===== config.mk =====
export PLATFORM = sky130hd
export DESIGN_NAME = rf_wb_arbiter_flat
export DESIGN_NICKNAME = d
export VERILOG_FILES = /design/src/rtl/rf_wb_arbiter_if.sv /design/src/rtl/rf_wb_arbiter.sv /design/src/flat_wrapper.sv
export SDC_FILE = /design/constraint.sdc
export NUM_CORES = 1
export LEC_CHECK = 0
export CORE_ASPECT_RATIO = 1.2
export CORE_MARGIN = 1
export CORE_UTILIZATION = 30
export CTS_CLUSTER_DIAMETER = 120
export DETAILED_ROUTE_END_ITERATION = 16
export PLACE_DENSITY = 0.67
export SLEW_MARGIN = 20
export SYNTH_ARGS = -nofsm -noshare
export SYNTH_HDL_FRONTEND = slang
export SYNTH_SLANG_ARGS = --single-unit

===== constraint.sdc =====
create_clock -name clk -period 2 [get_ports clk]
set_clock_uncertainty 0.05 [all_clocks]
set_input_delay 0.2 -clock clk [delete_from_list [all_inputs] [get_ports clk]]
set_output_delay 0.2 -clock clk [all_outputs]
set_load 0.005 [all_outputs]

===== src/rtl/rf_wb_arbiter_if.sv =====
// -----------------------------------------------------------------------------
// rf_wb_arbiter_if
// Bundles the two writeback requester handshakes and the register-file write
// port that rf_wb_arbiter drives.
//   slave  modport : the arbiter (consumes requests, drives rdy* and wb port)
//   master modport : the requesters / register-file side
// Signals:
//   v0/dest0/data0/rdy0   port 0 request (EXE/WB pipeline result)
//   v1/dest1/data1/rdy1   port 1 request (multi-cycle / memory unit)
//   wb_en/dest_wb/result_wb  registered register-file write port
//   err_dest              one-cycle pulse for a dropped write to r15
// -----------------------------------------------------------------------------
interface rf_wb_arbiter_if #(
    parameter int DATA_W = 32
) ();
    logic              v0;
    logic [3:0]        dest0;
    logic [DATA_W-1:0] data0;
    logic              rdy0;
    logic              v1;
    logic [3:0]        dest1;
    logic [DATA_W-1:0] data1;
    logic              rdy1;
    logic              wb_en;
    logic [3:0]        dest_wb;
    logic [DATA_W-1:0] result_wb;
    logic              err_dest;

    modport slave (
        input  v0, dest0, data0, v1, dest1, data1,
        output rdy0, rdy1, wb_en, dest_wb, result_wb, err_dest
    );

    modport master (
        output v0, dest0, data0, v1, dest1, data1,
        input  rdy0, rdy1, wb_en, dest_wb, result_wb, err_dest
    );
endinterface


===== src/rtl/rf_wb_arbiter.sv =====
// -----------------------------------------------------------------------------
// rf_wb_arbiter
// Shares the single register-file write port between two writeback requesters.
// Port 0 has fixed priority; port 1 is protected from starvation by a wait
// counter that lets it override port 0 once it has been blocked MAX_WAIT cycles.
// Grants (rdy0/rdy1) are combinational; the write port is registered, so a
// grant in cycle N appears as wb_en/dest_wb/result_wb in cycle N+1.
// Ports:
//   clk    system clock, all state on posedge
//   rst    synchronous active-high reset
//   stall  freeze: no grants while high
//   bus    rf_wb_arbiter_if.slave (requests, grants, register-file write port)
// Parameters:
//   DATA_W    writeback data width
//   MAX_WAIT  cycles port 1 may be blocked before it overrides port 0 (1..15)
// Configuration macro:
//   RF_ARB_DEST_GUARD_EN  when defined, a granted write to r15 is consumed but
//                         not issued; err_dest pulses instead. When undefined,
//                         r15 writes pass through and err_dest is tied low.
// -----------------------------------------------------------------------------
module rf_wb_arbiter #(
    parameter int DATA_W   = 32,
    parameter int MAX_WAIT = 4
) (
    input  logic           clk,
    input  logic           rst,
    input  logic           stall,
    rf_wb_arbiter_if.slave bus
);
    localparam logic [3:0] MAX_WAIT_C = 4'(MAX_WAIT);
    localparam logic [3:0] DEST_NONE  = 4'd15;

    logic [3:0]        wait1_r;
    logic              g0_s;
    logic              g1_s;
    logic              grant_s;
    logic              drop_s;
    logic [3:0]        sel_dest_s;
    logic [DATA_W-1:0] sel_data_s;
    logic              wb_en_r;
    logic [3:0]        dest_wb_r;
    logic [DATA_W-1:0] result_wb_r;

    // Grant decision: at most one port, nothing during stall or reset.
    always_comb begin
        g0_s = 1'b0;
        g1_s = 1'b0;
        if (rst || stall) begin
            g0_s = 1'b0;
            g1_s = 1'b0;
        end else begin
            case ({bus.v1, bus.v0})
                2'b01: g0_s = 1'b1;
                2'b10: g1_s = 1'b1;
                2'b11: begin
                    // Port 1 overrides only after waiting the full budget.
                    if (wait1_r == MAX_WAIT_C) begin
                        g1_s = 1'b1;
                    end else begin
                        g0_s = 1'b1;
                    end
                end
                default: begin
                    g0_s = 1'b0;
                    g1_s = 1'b0;
                end
            endcase
        end
    end

    assign bus.rdy0 = g0_s;
    assign bus.rdy1 = g1_s;
    assign grant_s  = g0_s | g1_s;

    // Mux the winning request onto the write path.
    always_comb begin
        sel_dest_s = bus.dest0;
        sel_data_s = bus.data0;
        if (g1_s) begin
            sel_dest_s = bus.dest1;
            sel_data_s = bus.data1;
        end else begin
            sel_dest_s = bus.dest0;
            sel_data_s = bus.data0;
        end
    end

`ifdef RF_ARB_DEST_GUARD_EN
    // r15 has no physical register: consume the request but suppress the write.
    assign drop_s = grant_s && (sel_dest_s == DEST_NONE);
`else
    assign drop_s = 1'b0;
`endif

    // Starvation counter for port 1; stall freezes it, a grant or idle clears it.
    always_ff @(posedge clk) begin
        if (rst) begin
            wait1_r <= 4'd0;
        end else if (stall) begin
            wait1_r <= wait1_r;
        end else if (!bus.v1 || g1_s) begin
            wait1_r <= 4'd0;
        end else if (wait1_r != MAX_WAIT_C) begin
            wait1_r <= wait1_r + 4'd1;
        end else begin
            wait1_r <= wait1_r;
        end
    end

    // Registered write port; address/data hold their last value when idle.
    always_ff @(posedge clk) begin
        if (rst) begin
            wb_en_r     <= 1'b0;
            dest_wb_r   <= 4'd0;
            result_wb_r <= '0;
        end else begin
            wb_en_r <= grant_s & ~drop_s;
            if (grant_s && !drop_s) begin
                dest_wb_r   <= sel_dest_s;
                result_wb_r <= sel_data_s;
            end
        end
    end

    assign bus.wb_en     = wb_en_r;
    assign bus.dest_wb   = dest_wb_r;
    assign bus.result_wb = result_wb_r;

`ifdef RF_ARB_DEST_GUARD_EN
    logic err_dest_r;

    // One-cycle error pulse aligned with the suppressed write slot.
    always_ff @(posedge clk) begin
        if (rst) begin
            err_dest_r <= 1'b0;
        end else begin
            err_dest_r <= drop_s;
        end
    end

    assign bus.err_dest = err_dest_r;
`else
    assign bus.err_dest = 1'b0;
`endif

endmodule

===== src/flat_wrapper.sv =====
// flat-port wrapper written by rule: the top's interface ports become plain ports
module rf_wb_arbiter_flat 
#(
    parameter int DATA_W   = 32,
    parameter int MAX_WAIT = 4
)
  (clk, rst, stall, bus_v0, bus_dest0, bus_data0, bus_v1, bus_dest1, bus_data1, bus_rdy0, bus_rdy1, bus_wb_en, bus_dest_wb, bus_result_wb, bus_err_dest);
  rf_wb_arbiter_if #(.DATA_W(DATA_W)) bus_i ();
  input  logic clk;
  input  logic rst;
  input  logic stall;
  input wire logic [$bits(bus_i.v0)-1:0] bus_v0;
  input wire logic [$bits(bus_i.dest0)-1:0] bus_dest0;
  input wire logic [$bits(bus_i.data0)-1:0] bus_data0;
  input wire logic [$bits(bus_i.v1)-1:0] bus_v1;
  input wire logic [$bits(bus_i.dest1)-1:0] bus_dest1;
  input wire logic [$bits(bus_i.data1)-1:0] bus_data1;
  output wire logic [$bits(bus_i.rdy0)-1:0] bus_rdy0;
  output wire logic [$bits(bus_i.rdy1)-1:0] bus_rdy1;
  output wire logic [$bits(bus_i.wb_en)-1:0] bus_wb_en;
  output wire logic [$bits(bus_i.dest_wb)-1:0] bus_dest_wb;
  output wire logic [$bits(bus_i.result_wb)-1:0] bus_result_wb;
  output wire logic [$bits(bus_i.err_dest)-1:0] bus_err_dest;
  assign bus_i.v0 = bus_v0;
  assign bus_i.dest0 = bus_dest0;
  assign bus_i.data0 = bus_data0;
  assign bus_i.v1 = bus_v1;
  assign bus_i.dest1 = bus_dest1;
  assign bus_i.data1 = bus_data1;
  assign bus_rdy0 = bus_i.rdy0;
  assign bus_rdy1 = bus_i.rdy1;
  assign bus_wb_en = bus_i.wb_en;
  assign bus_dest_wb = bus_i.dest_wb;
  assign bus_result_wb = bus_i.result_wb;
  assign bus_err_dest = bus_i.err_dest;
  rf_wb_arbiter #(.DATA_W(DATA_W), .MAX_WAIT(MAX_WAIT)) u_core (.clk(clk), .rst(rst), .stall(stall), .bus(bus_i));
endmodule

### Word-level counts from Yosys, hierarchy flattened

Cells that the tools add are included.

* register bits after elaboration: 41
* input port bits: 77
* output and inout bits: 40

* add/sub/neg operators: 1
* equal/unequal tests: 5
* muxes and demuxes: 10
* bitwise logic cells: 2
* reduce and logical (&&, ||, !) cells: 5

Operators with widths (count)
* $mux W32: 1
* $mux W4: 3
* $add A4 B1 Y4 const B: 1
* $eq A2 B2 Y1 const B: 2
* $eq A4 B3 Y1 const B: 1
* $mux W1: 4
* $ne A4 B3 Y1 const B: 1
* $pmux W1 S2: 2
* $eq A2 B1 Y1 const B: 1
* $logic_or A1 B1 Y1: 2
* $reduce_and A2 Y1: 1
* $reduce_bool A2 Y1: 1
* $logic_not A1 Y1: 1
* $not A1 Y1: 1
* $or A1 B1 Y1: 1

### Logic depth before layout (Yosys ltp)

Gate-level depths: netlist (run 1).

* depth in word-level cells: 7
* depth in mapped cells: 7
* mapped depth without buffers: 5

### Worst setup path after synthesis (run 1)

Ideal clock, no wire load.

* path type: reg2reg
* start: register u_core.wait1_r[0]
* end: register u_core.dest_wb_r[0] (netlist: u_core.bus.dest_wb[0])
* setup time: 0.119 ns
* arrival: 1.454 ns
* data required time: 1.831 ns
* path slack: 0.377 ns
* cell stages (with the launch flop): 8
* path buffers: 2
* cell sequence: dfxtp_1 > inv_1 > ha_1 > nand3b_4 > a211o_1 > buf_6 > buf_8 > o221a_1

* cells in the longest elaborated chain, start to end: 5
* elaborated cells on any way between the ends: 9
* classes of those cells: eq/ne (1); mux (7); bitwise (1)

RTL lines
* from (decl): RTL line rf_wb_arbiter.sv:33 `logic [3:0] wait1_r;`
* from (signal assigned): RTL line rf_wb_arbiter.sv:100 `wait1_r <= wait1_r;`
* from (signal assigned): RTL line rf_wb_arbiter.sv:104 `wait1_r <= wait1_r + 4'd1;`
* from (signal assigned): RTL line rf_wb_arbiter.sv:106 `wait1_r <= wait1_r;`
* $eq A4 B3 Y1 (*): RTL line rf_wb_arbiter.sv:57 `if (wait1_r == MAX_WAIT_C) begin`
* $mux W1: RTL line rf_wb_arbiter.sv:57
* $pmux W1 S2: RTL line rf_wb_arbiter.sv:52 `case ({bus.v1, bus.v0})`
* $mux W1: RTL line rf_wb_arbiter.sv:48 `if (rst || stall) begin`
* $mux W4 or $or A1 B1 Y1 (tied branches): RTL line rf_wb_arbiter.sv:79, rf_wb_arbiter.sv:73
* to (signal assigned): RTL line rf_wb_arbiter.sv:119 `dest_wb_r <= sel_dest_s;`
* to (decl): RTL line rf_wb_arbiter.sv:41 `logic [3:0] dest_wb_r;`

Mark *: on every way between the ends. The rest lies on a longest branch, timed or not.
A chain may end at the register's enable or synchronous reset.

### Worst setup path after layout (run 1)

* start: register u_core.wait1_r[1]
* end: output port bus_rdy1

* cells in the longest elaborated chain, start to end: 4

RTL lines
* $eq A4 B3 Y1: RTL line rf_wb_arbiter.sv:57
* $mux W1: RTL line rf_wb_arbiter.sv:57
* $pmux W1 S2: RTL line rf_wb_arbiter.sv:52
* $mux W1: RTL line rf_wb_arbiter.sv:48
* to (decl): RTL line flat_wrapper.sv:19 `output wire logic [$bits(bus_i.rdy1)-1:0] bus_rdy1;`

No other way between the ends.

==> results of run 1 <==
## synth_stat cells
| library cell | instances |
|---|---|
| sky130_fd_sc_hd__or4b_1 | 1 |
| sky130_fd_sc_hd__a211o_1 | 1 |
| sky130_fd_sc_hd__nand3b_1 | 3 |
| sky130_fd_sc_hd__ha_1 | 2 |
| sky130_fd_sc_hd__inv_1 | 39 |
| sky130_fd_sc_hd__a31oi_1 | 1 |
| sky130_fd_sc_hd__dfxtp_1 | 41 |
| sky130_fd_sc_hd__or3b_2 | 1 |
| sky130_fd_sc_hd__o21a_1 | 1 |
| sky130_fd_sc_hd__nor2_1 | 1 |
| sky130_fd_sc_hd__o221a_2 | 6 |
| sky130_fd_sc_hd__nor2b_1 | 1 |
| sky130_fd_sc_hd__nand2_1 | 4 |
| sky130_fd_sc_hd__nand4_1 | 2 |
| sky130_fd_sc_hd__nand3b_4 | 1 |
| sky130_fd_sc_hd__a22oi_1 | 1 |
| sky130_fd_sc_hd__conb_1 | 1 |
| sky130_fd_sc_hd__clkbuf_1 | 8 |
| sky130_fd_sc_hd__nand4b_1 | 1 |
| sky130_fd_sc_hd__buf_8 | 3 |
| sky130_fd_sc_hd__buf_2 | 6 |
| sky130_fd_sc_hd__o221a_1 | 30 |
| sky130_fd_sc_hd__and4b_2 | 1 |
| sky130_fd_sc_hd__a21oi_1 | 40 |
| sky130_fd_sc_hd__and3_1 | 1 |
| sky130_fd_sc_hd__buf_6 | 1 |
| sky130_fd_sc_hd__buf_4 | 1 |
| sky130_fd_sc_hd__o21bai_2 | 1 |
| sky130_fd_sc_hd__nand3_1 | 1 |
## layout by cell type (no fill, tap or decap), types with 2 or more instances in the layout
master                            synthesis  routed
sky130_fd_sc_hd__clkdlybuf4s50_1          0     115
sky130_fd_sc_hd__a21oi_1                 40      39
sky130_fd_sc_hd__dfxtp_1                 41      39
sky130_fd_sc_hd__inv_1                   39      38
sky130_fd_sc_hd__o221a_1                 30      30
sky130_fd_sc_hd__buf_4                    1       8
sky130_fd_sc_hd__o221a_2                  6       6
sky130_fd_sc_hd__clkbuf_8                 0       6
sky130_fd_sc_hd__nand2_1                  4       4
sky130_fd_sc_hd__nand3b_1                 3       3
sky130_fd_sc_hd__nand4_1                  2       2
sky130_fd_sc_hd__buf_12                   0       2
sky130_fd_sc_hd__dfxtp_2                  0       2
## cell families after synthesis
logic type                 Yosys count
buffers and inverters               58
AOI/OAI and AO/OA                   81
adders and majority gates            2
DFF                                 41
other                                1
and+or+nand+nor                     18
## flip-flops by register name, indices dropped and copies added (netlist names)
register              flops
u_core.bus.result_wb     32
u_core.bus.dest_wb        4
u_core.wait1_r            4
u_core.bus.wb_en          1
## path summary, 6_finish.rpt
| check | end | cells after the start | slack, ns |
|---|---|---|---|
| worst min register to register | u_core.wait1_r[1] | 2 | 0.43 |
| worst min-delay path | u_core.wait1_r[1] | 2 | 0.43 |
| worst max register to register | u_core.bus.result_wb[9] | 6 | 0.35 |
| worst max-delay path | bus_rdy1 | 5 | 0.09 |
## timing repair
item                                    4_1_cts  5_1_grt
gates cloned                                  0        0
resized for setup                             2        4
hold buffers                                  0        0
buffers inserted                              0        1
pin swaps                                     1        0
endpoints found under the setup margin        2        2
## critical path: cells and delay by family (launching register included)
family | cells | cell delay [ns]
buf+inv | 2 | 0.60
simple gates | 1 | 0.11
fa+ha+maj | 1 | 0.16
compound gates | 1 | 0.17
flops | 1 | 0.34
## area by class of cell
| cell class | count | area, µm² | share of cell area, % |
|---|---|---|---|
| Tap cell | 82 | 103 | 3.15 |
| Multi-Input combinational cell | 102 | 822 | 25.2 |
| Clock buffer | 7 | 86.3 | 2.65 |
| Sequential cell | 41 | 823 | 25.2 |
| Inverter | 39 | 146 | 4.49 |
| Clock inverter | 1 | 30.0 | 0.921 |
| Timing Repair Buffer | 125 | 1250 | 38.4 |
## metrics by stage
| stage | total power, mW | hold slack, ns | std cells | area [µm²] | utilization [%] |
|---|---|---|---|---|---|
| 2_1_floorplan | 1.09 | 0.324 | 201 | 1900 | - |
| 3_3_place_gp | 1.39 | 0.425 | 388 | 3120 | 51.6 |
| 3_5_place_dp | 1.40 | 0.431 | 388 | 3120 | 51.6 |
| 4_1_cts | 2.10 | 0.441 | 396 | 3240 | 53.6 |
| 5_1_grt | 2.17 | 0.436 | 397 | 3260 | 53.9 |
| 6_report | 2.06 | 0.426 | 397 | 3260 | 53.9 |
## metal layers
metal	up-vias	global-route usage [%]
met3	2	5.30
met4	0	4.63
li1	945	-
met2	81	27.5
met5	-	0
met1	860	20.3
## power breakdown
part	leakage, nW	switching (mW)	internal [mW]
Combinational	0.806	0.157	0.317
Sequential	0.340	0.0294	0.876
Clock	0.0585	0.277	0.407
==> results list, run 1 <==
* Parity-gate share of the synthesized area counting xor and xnor cells: 0%
* Reg2reg start: u_core.wait1_r[1]
- Num CTS Buffers: 5
- Measured along the x axis, the die boundary spans roughly 75 µm.
- In the final design database the tool counted 393 nets.
* GP Congestion: 0.814
* Synthesized-area fraction occupied by and/or/nand/nor cells: 6.86%
- Tot GR Track Use: between 10% and 20%
* Die Area: 6650 µm²
- In the final routed layout, each cell accounts on average for 14.2 µm.
- Mean cell area of the mapped netlist: 9.44 µm²
- FMAX: 525 MHz
- During placement, the flow inserted port buffers numbering 115.
- The worst path uses 95.3% of the clock period.
- Starting Density: a little under a third
- Crit-path max cell delay: 0.51 ns
* Metal1 wirelength: 2.48 mm
- The share of the Yosys chip area taken by registers is between 40% and 50%.
* Count of final hold-check violations: 0
- Final routed DRC violation total: 0
- Post-placement worst setup slack: 0.132 ns
* Adder-cell share of the synthesized area: 1.32%
- Vertical die dimension: 89.1 µm
- Data arrives at the worst endpoint at between 1.5 and 2 ns.
- Total gr overflow: 0
- In this run the most critical hold path is launched from u_core.wait1_r[1].
* Area fraction of the dominant cell type after synthesis: 43.3%
* Endpoint kind of the worst setup timing path: primary output
* Cell area after synthesis: about 1900 µm²
* Maximum number of pins on one net before global-route repair: 41
- First-pass detailed-route iteration total: 4
* Depth of the CTS H-tree: 2
* Vias in the first global route: 1803
* Largest vdd supply drop: 270 µV
- TritonCTS clock tree: done
* Cell chain of the critical path: inv_1 > ha_4 > nand3b_4 > a21oi_2 > clkdlybuf4s50_1
- In this run the remaining antenna-violating nets after routing total 0.
* Clock-pin slew reported for the worst setup and hold paths after clock tree synthesis: 0.07 ns
* Number of instances in the synthesized netlist: 201
- Worst Setup Start Kind: flip-flop
- Site Rows: 31
- Setup total negative slack on the finished layout was measured at 0 ns.
- Number of distinct library cells after synthesis: 29
* Met3 wire len: between 400 and 500 µm
* Final setup violating endpoints: 0
- The number of max-slew violations in the final report was 0.
- Share of cells above drive strength 1: around a tenth
- Via count normalized by instance count: roughly 4.8
* RSZ-0062 raised after global routing: no
- Total power divided by cell area: 633 nW/µm²
- Area fraction in compound gates after synthesis: 34.1%
- The critical path starts at u_core.wait1_r[1].
- Counting every net in the synthesized netlist gives 280.
* Required time at the endpoint of the critical path: 1.75 ns
* WL final: 5.65 mm
- Fill cells in the final layout number roughly 550.
- Along the worst path, the maximum fanout reaches 6.
- For this run, the number of Yosys warnings is 0.
- The analysis attributes to cell leakage a power of 1.20 nW.
* Max layer used: met4
- The worst path in the final design needs a cycle of 1.91 ns, including I/O delays and setup.
- Detailed placement ended at an HPWL of 3.93 mm.
- Kind of path behind the tightest hold check: reg2reg
* Number of antenna violations at the first check in global routing: 0
* Number of antenna diodes: 0
- By startpoint and endpoint, the worst setup path is classified as reg2out.
* Count of boundary I/O pins: about 120
- Relative to the synthesized area, the layout overhead comes to 72.0%.
- The run finished with clean final reports.
- Slowest cell on crit path: sky130_fd_sc_hd__clkdlybuf4s50_1
- By area, the combinational part of the netlist is dominated by compound AO/OA/AOI/OAI gates.
- Core area: 6050 µm²
* Mux share of post-synthesis cell area: 0%
* TritonCTS Sinks: 41
* Cell types with the largest area share after synthesis: sky130_fd_sc_hd__dfxtp_1 43%, sky130_fd_sc_hd__o221a_1 18%, sky130_fd_sc_hd__a21oi_1 11%
* Clock tree root buffer cell: sky130_fd_sc_hd__clkbuf_8
- Setup slack on the critical path of the routed design comes to between 0.09 and 0.1 ns.
- Max-cap violations in this run came to 0.
* Wire length on met2: roughly 2.7 mm
- Total number of vias: roughly 1900
- The first global-routing pass estimated 8.31 mm of wire.
- Maximum clock insertion buffer count: 2
- Counting flops and latches in the post-synthesis netlist gives 41.
* Initial drt markers: 142
* Cell taking the most area after synthesis: sky130_fd_sc_hd__dfxtp_1
- The clock reaches the later pin of the worst-skew pair after 0.28 ns.
(Power assumes the default switching activity.)
==> run 2, diff against run 1 <==
SKIP_CTS_REPAIR_TIMING = 1   (was default)
==> results list, run 2 (synthesis gave the netlist of run 1 again) <==
- Status: completed
- Number of antenna-violating nets in the routed design: 0 (unchanged)
- Commonest cells after routing, fill and taps aside: 115 x sky130_fd_sc_hd__clkdlybuf4s50_1, 39 x sky130_fd_sc_hd__a21oi_1, 39 x sky130_fd_sc_hd__dfxtp_1
* Site Rows: 31 (unchanged)
* Depth of the CTS H-tree: 2 (unchanged)
* Slew Viols, Final: 0 (unchanged)
* Via count normalized by instance count: 4.79 (+0.73%)
- Largest vdd supply drop: 270 µV (-0.14%)
- The setup slack of the worst register-to-register path is 0.36 ns (about the same).
- Post-placement worst setup slack: 0.132 ns (unchanged)
* Wirelength per Cell: 14.2 µm (+0.13%)
- TritonCTS Sinks: 41 (unchanged)
* Switching pwr: 0.462 mW (-0.25%)
- Max-cap violation count: 0 (unchanged)
- The number of flip-flops in the largest register came to 32 (unchanged).
- Total internal power: 1.60 mW (about the same)
- The largest fanout of any net on the critical path was 6 (unchanged).
* Final worst-path setup slack: 0.103 ns (+0.00878 ns)
* First-pass detailed-route iteration total: 4 (unchanged)
- The final critical delay including setup and external delays came to 1.90 ns (-0.00878 ns).
* Number of antenna diodes: 0 (unchanged)
* WL final: 5.64 mm (-0.12%)
- The data required time of the critical path is 1.75 ns (about the same).
- The core region area was 6050 µm² (unchanged).
- The overall die width came to 74.6 µm (unchanged).
* HPWL after detailed placement: 3.93 mm (unchanged)
- Die Area: 6650 µm² (unchanged)
- The floorplan die height was 89.1 µm (unchanged).
- Crit Path Class: reg2out
- Count of final hold-check violations: 0 (unchanged)
- Vias in the first global route: 1803 (unchanged)
- Clock tree root buffer cell: sky130_fd_sc_hd__clkbuf_8
* Total gr overflow: 0 (unchanged)
* Final total power: 2.06 mW (about the same)
- The number of CTS-inserted buffers came to 5 (unchanged).
- The tightest hold margin was 0.427 ns (+0.00104 ns).
- TritonCTS clock tree: done
- Number of antenna violations at the first check in global routing: 0 (unchanged)
* GP Congestion: 0.814 (unchanged)
* Maximum clock insertion buffer count: 2 (unchanged)
- Part of the cycle the worst path needs: 94.8% (-0.44 points)
- Share of cells above drive strength 1: 9.87% (-0.29 points)
- The layout net count came to 392 (-0.25%).
- Growth of design area from synthesis to finish: 71.6%
- The maximum achievable frequency came to 527 MHz (+0.46%).
- The min-delay analysis places its worst path in the category reg2reg.
- RSZ-0062 raised after global routing: no
- The leakage power came to 1.20 nW (-0.45%).
- STA classifies the critical path endpoint as a primary output.
* Data arrival time of the critical path: 1.65 ns (about the same)
* Switching fraction of total power: 22.4% (-0.034 points)
* Count of boundary I/O pins: 117 (unchanged)
- The library cell used most frequently in the layout, excluding fill and tap cells, is sky130_fd_sc_hd__clkdlybuf4s50_1.
* Final routed DRC violation total: 0 (unchanged)
* Fill cells: 554 (unchanged)
* Maximum number of pins on one net before global-route repair: 41 (unchanged)
- The global-route wire length before repair came to 8.31 mm (unchanged).
- Total number of vias: 1897 (+0.48%)
- Tot GR Track Use: 16.5% (unchanged)
- The number of buffer cells added on primary ports came to 115 (unchanged).
- The clock group share of total power is 33.1% (about the same).
- Clock latency on the worst-skew pair: 0.28 ns (about the same)
* Worst Setup Start Kind: flip-flop
- The share of total power in combinational logic came to 23.0% (about the same).
- The sequential power share came to 43.9% (about the same).
- Clock-pin slew reported for the worst setup and hold paths after clock tree synthesis: 0.07 ns (about the same)
* Initial drt markers: 118 (-17%)
- Placed cell count: 388 (unchanged)
* Total power divided by cell area: 634 nW/µm² (+0.13%)
- The final cell count without fillers is 396 (-0.25%).
- Final setup violating endpoints: 0 (unchanged)
- Starting Density: 31.3% (unchanged)
run 2: cell count changes in the layout (fill, tap and decap cells not counted):
cell	change
sky130_fd_sc_hd__buf_4	-1
run 2: cell type report:
type / count / area [µm²] / share of cell area, %
Timing Repair Buffer: 124 / 1240 / 38.2
Sequential cell: 41 / 823 / 25.3
Multi-Input combinational cell: 102 / 822 / 25.3
Clock inverter: 1 / 30.0 / 0.923
Tap cell: 82 / 103 / 3.15
Inverter: 39 / 146 / 4.50
Clock buffer: 7 / 86.3 / 2.65
run 2: layer usage:
layer | part of all wire, % | routed length (µm) | vias to the layer above | track usage, %
li1 | - | - | 941 | -
met1 | 44 | 2500 | 871 | 20.3
met2 | 47 | 2630 | 83 | 27.5
met3 | 8.7 | 488 | 2 | 5.30
met4 | 0.37 | 21 | 0 | 4.63
met5 | 0 | 0 | - | 0
run 2: worst paths after layout:
check / end / startpoint / cells past startpoint
setup / recovery: bus_rdy1 / u_core.wait1_r[0] / 5
hold reg to reg: u_core.wait1_r[1] / u_core.wait1_r[1] / 2
setup reg to reg: u_core.bus.result_wb[9] / u_core.wait1_r[0] / 6
hold / removal: u_core.wait1_r[1] / u_core.wait1_r[1] / 2
run 2: power by group through the flow:
stage	Sequential, mW	Combinational (mW)	Clock [mW]
floorplan	0.929	0.162	0
global placement	0.923	0.469	0
detailed placement	0.924	0.474	0
CTS	0.906	0.477	0.712
global route	0.913	0.516	0.736
finish	0.906	0.473	0.683
run 2: per-stage QoR:
step	setup TNS (ns)	cell area (µm²)	util (%)
after floorplan	0	1900	-
after global placement	0	3120	51.6
after detailed placement	0	3120	51.6
after CTS	-0.110	3240	53.5
after global routing	0	3250	53.8
final	0	3250	53.8
run 2: worst max-delay path, stage by stage (launching register included):
cell	delay, ns
sky130_fd_sc_hd__dfxtp_2	0.34
sky130_fd_sc_hd__inv_2	0.08
sky130_fd_sc_hd__ha_4	0.15
sky130_fd_sc_hd__nand3b_4	0.11
sky130_fd_sc_hd__a21oi_2	0.17
sky130_fd_sc_hd__clkdlybuf4s50_1	0.51
==> run 3, diff against run 2 <==
REMOVE_ABC_BUFFERS = 1   (was default)
==> results list, run 3 (synthesis gave the netlist of run 1 again) <==
- The number of max-slew violations in the final report is 0 (unchanged).
- Crit-path max cell delay: 0.50 ns (about the same)
* TritonCTS clock tree: done
- The floorplan die height was 89.1 µm (unchanged).
- The critical path in this run is classified as reg2out.
- Worst Setup Start Kind: flip-flop
* Commonest cells after routing, fill and taps aside: 115 x sky130_fd_sc_hd__clkdlybuf4s50_1, 39 x sky130_fd_sc_hd__a21oi_1, 39 x sky130_fd_sc_hd__dfxtp_1
* TritonCTS Sinks: 41 (unchanged)
- Critical path fanouts, max: 6 (unchanged)
- Maximum number of pins on one net before global-route repair: 41 (unchanged)
* Total gr overflow: 0 (unchanged)
- IO Port Bufs: 115 (unchanged)
* Clock tree root buffer cell: sky130_fd_sc_hd__clkbuf_8
* Die extent in x: 74.6 µm (unchanged)
* Fill cells: 581 (+4.9%)
- The final count of negative-setup-slack endpoints was 0 (unchanged).
- The final cell count without fillers is 393 (-0.76%).
- RSZ-0062 raised after global routing: no
- HPWL after detailed placement: 3.69 mm (-6.3%)
* Static Leakage: 1.19 nW (-1.0%)
- Initial drt markers: 68 (-42%)
- The run finished with clean final reports.
* Count of final hold-check violations: 0 (unchanged)
- The cell area power density came to 612 nW/µm² (-3.4%).
* Post-route cell area: 3230 µm² (-0.77%)
* Maximum clock insertion buffer count: 2 (unchanged)
- The number of search-and-repair iterations in the first detailed-routing pass is 4 (unchanged).
* FMAX: 529 MHz (+0.31%)
- The path class of the tightest hold or removal check is reg2reg.
* Cell chain of the critical path: inv_1 > ha_4 > nand3b_4 > a21oi_2 > clkdlybuf4s50_1
* Share of cells above drive strength 1: 9.32% (-0.55 points)
* Number of antenna-violating nets in the routed design: 0 (unchanged)
- Wirelength per Cell: 14.0 µm (-1.6%)
* Vias in the first global route: 1818 (+0.83%)
- The total via count after detailed routing came to 1901 (+0.21%).
* Die Area: 6650 µm² (unchanged)
- The final worst-path cycle share was 94.5% (-0.29 points).
* Commonest non-fill, non-tap cell in the layout: sky130_fd_sc_hd__clkdlybuf4s50_1
- Site Rows: 31 (unchanged)
- Largest vdd supply drop: 353 µV (+31%)
- Final net count: 389 (-0.77%)
- The post-placement cell count is 385 (-0.77%).
* Growth of design area from synthesis to finish: 70.3%
- Via count normalized by instance count: 4.84 (+0.98%)
* Max-cap violation count: 0 (unchanged)
- The data required time of the critical path was 1.75 ns (about the same).
* Number of buffer and inverter stages on the critical path: 2 (unchanged)
- Tot GR Track Use: 16.6% (+0.094 points)
- Wire length of the first global-routing pass: 8.45 mm (+1.7%)
* Num CTS Buffers: 5 (unchanged)
- Area post-placement: 3110 µm² (-0.32%)
- The DRC violation count after routing was 0 (unchanged).
- The initial antenna violation count came to 0 (unchanged).
* Final worst-path setup slack: 0.109 ns (+0.00586 ns)
* Number of antenna diodes: 0 (unchanged)
* WL final: 5.50 mm (-2.4%)
- Delay-heaviest family, CP: buffers and inverters
* Slowest cell on crit path: sky130_fd_sc_hd__clkdlybuf4s50_1
- The starting utilization of the core area was 31.3% (unchanged).
- The worst slack after detailed placement was 0.188 ns (+0.0560 ns).
- The core region area is 6050 µm² (unchanged).
* Finished Core Util: 53.4% (-0.41 points)
- Data arrival time of the critical path: 1.64 ns (about the same)
* Count of boundary I/O pins: 117 (unchanged)
- Clock latency on the worst-skew pair: 0.29 ns (about the same)
- Depth of the CTS H-tree: 2 (unchanged)
* GP Congestion: 0.744 (-8.5%)
- Endpoint kind of the worst setup timing path: primary output
- The final critical delay including setup and external delays is 1.89 ns (-0.00586 ns).
- The number of flip-flops in the largest register is 32 (unchanged).
* Clock-pin slew reported for the worst setup and hold paths after clock tree synthesis: 0.08 ns (about the same)
- The tightest hold margin is 0.431 ns (+0.00384 ns).
-- run 3: changes by cell type in the layout (fill, tap and decap cells not counted), sizes merged --
cell	before	now
buf	9	6
bufinv	1	0
clkinv	0	1
-- run 3: worst paths after layout --
| kind | start | to | slack [ns] | depth (start not counted) |
|---|---|---|---|---|
| min reg2reg | u_core.wait1_r[0] | u_core.wait1_r[0] | 0.43 | 2 |
| min | u_core.wait1_r[0] | u_core.wait1_r[0] | 0.43 | 2 |
| max | u_core.wait1_r[1] | bus_rdy1 | 0.11 | 5 |
| max reg2reg | u_core.wait1_r[1] | u_core.bus.result_wb[7] | 0.34 | 6 |
-- run 3: final cells by class --
cell class                      instances  area, µm²  area share, %
Clock buffer                            7       96.3           2.98
Clock inverter                          1       5.00          0.155
Inverter                               39        146           4.53
Multi-Input combinational cell        102        822           25.5
Sequential cell                        41        823           25.5
Tap cell                               82        103           3.18
Timing Repair Buffer                  121       1230           38.2
-- run 3: routing by layer --
metal	vias up	wire (µm)	track usage, %
li1	937	-	-
met1	899	2310	19.4
met2	56	2840	29.7
met3	9	259	3.27
met4	0	87	6.00
met5	-	0	0
-- run 3: worst register-to-register path: cells and delay by family, from the launching register on --
kind / cells / cell delay [ns]
flops: 1 / 0.34
simple gates: 1 / 0.12
fa+ha+maj: 1 / 0.16
compound gates: 2 / 0.63
buf+inv: 2 / 0.27
-- run 3: power by group --
part           leakage (nW)  internal (mW)  switching, mW  total, mW
clock                0.0542          0.312          0.287      0.599
combinational         0.793          0.315          0.155      0.470
sequential            0.340          0.876         0.0302      0.907
-- run 3: per-stage QoR --
step / setup TNS [ns] / power [mW]
floorplan: -1.24 / 1.06
global placement: 0 / 1.39
detailed placement: 0 / 1.40
CTS: -0.0515 / 2.00
global route: 0 / 2.09
finish: 0 / 1.98
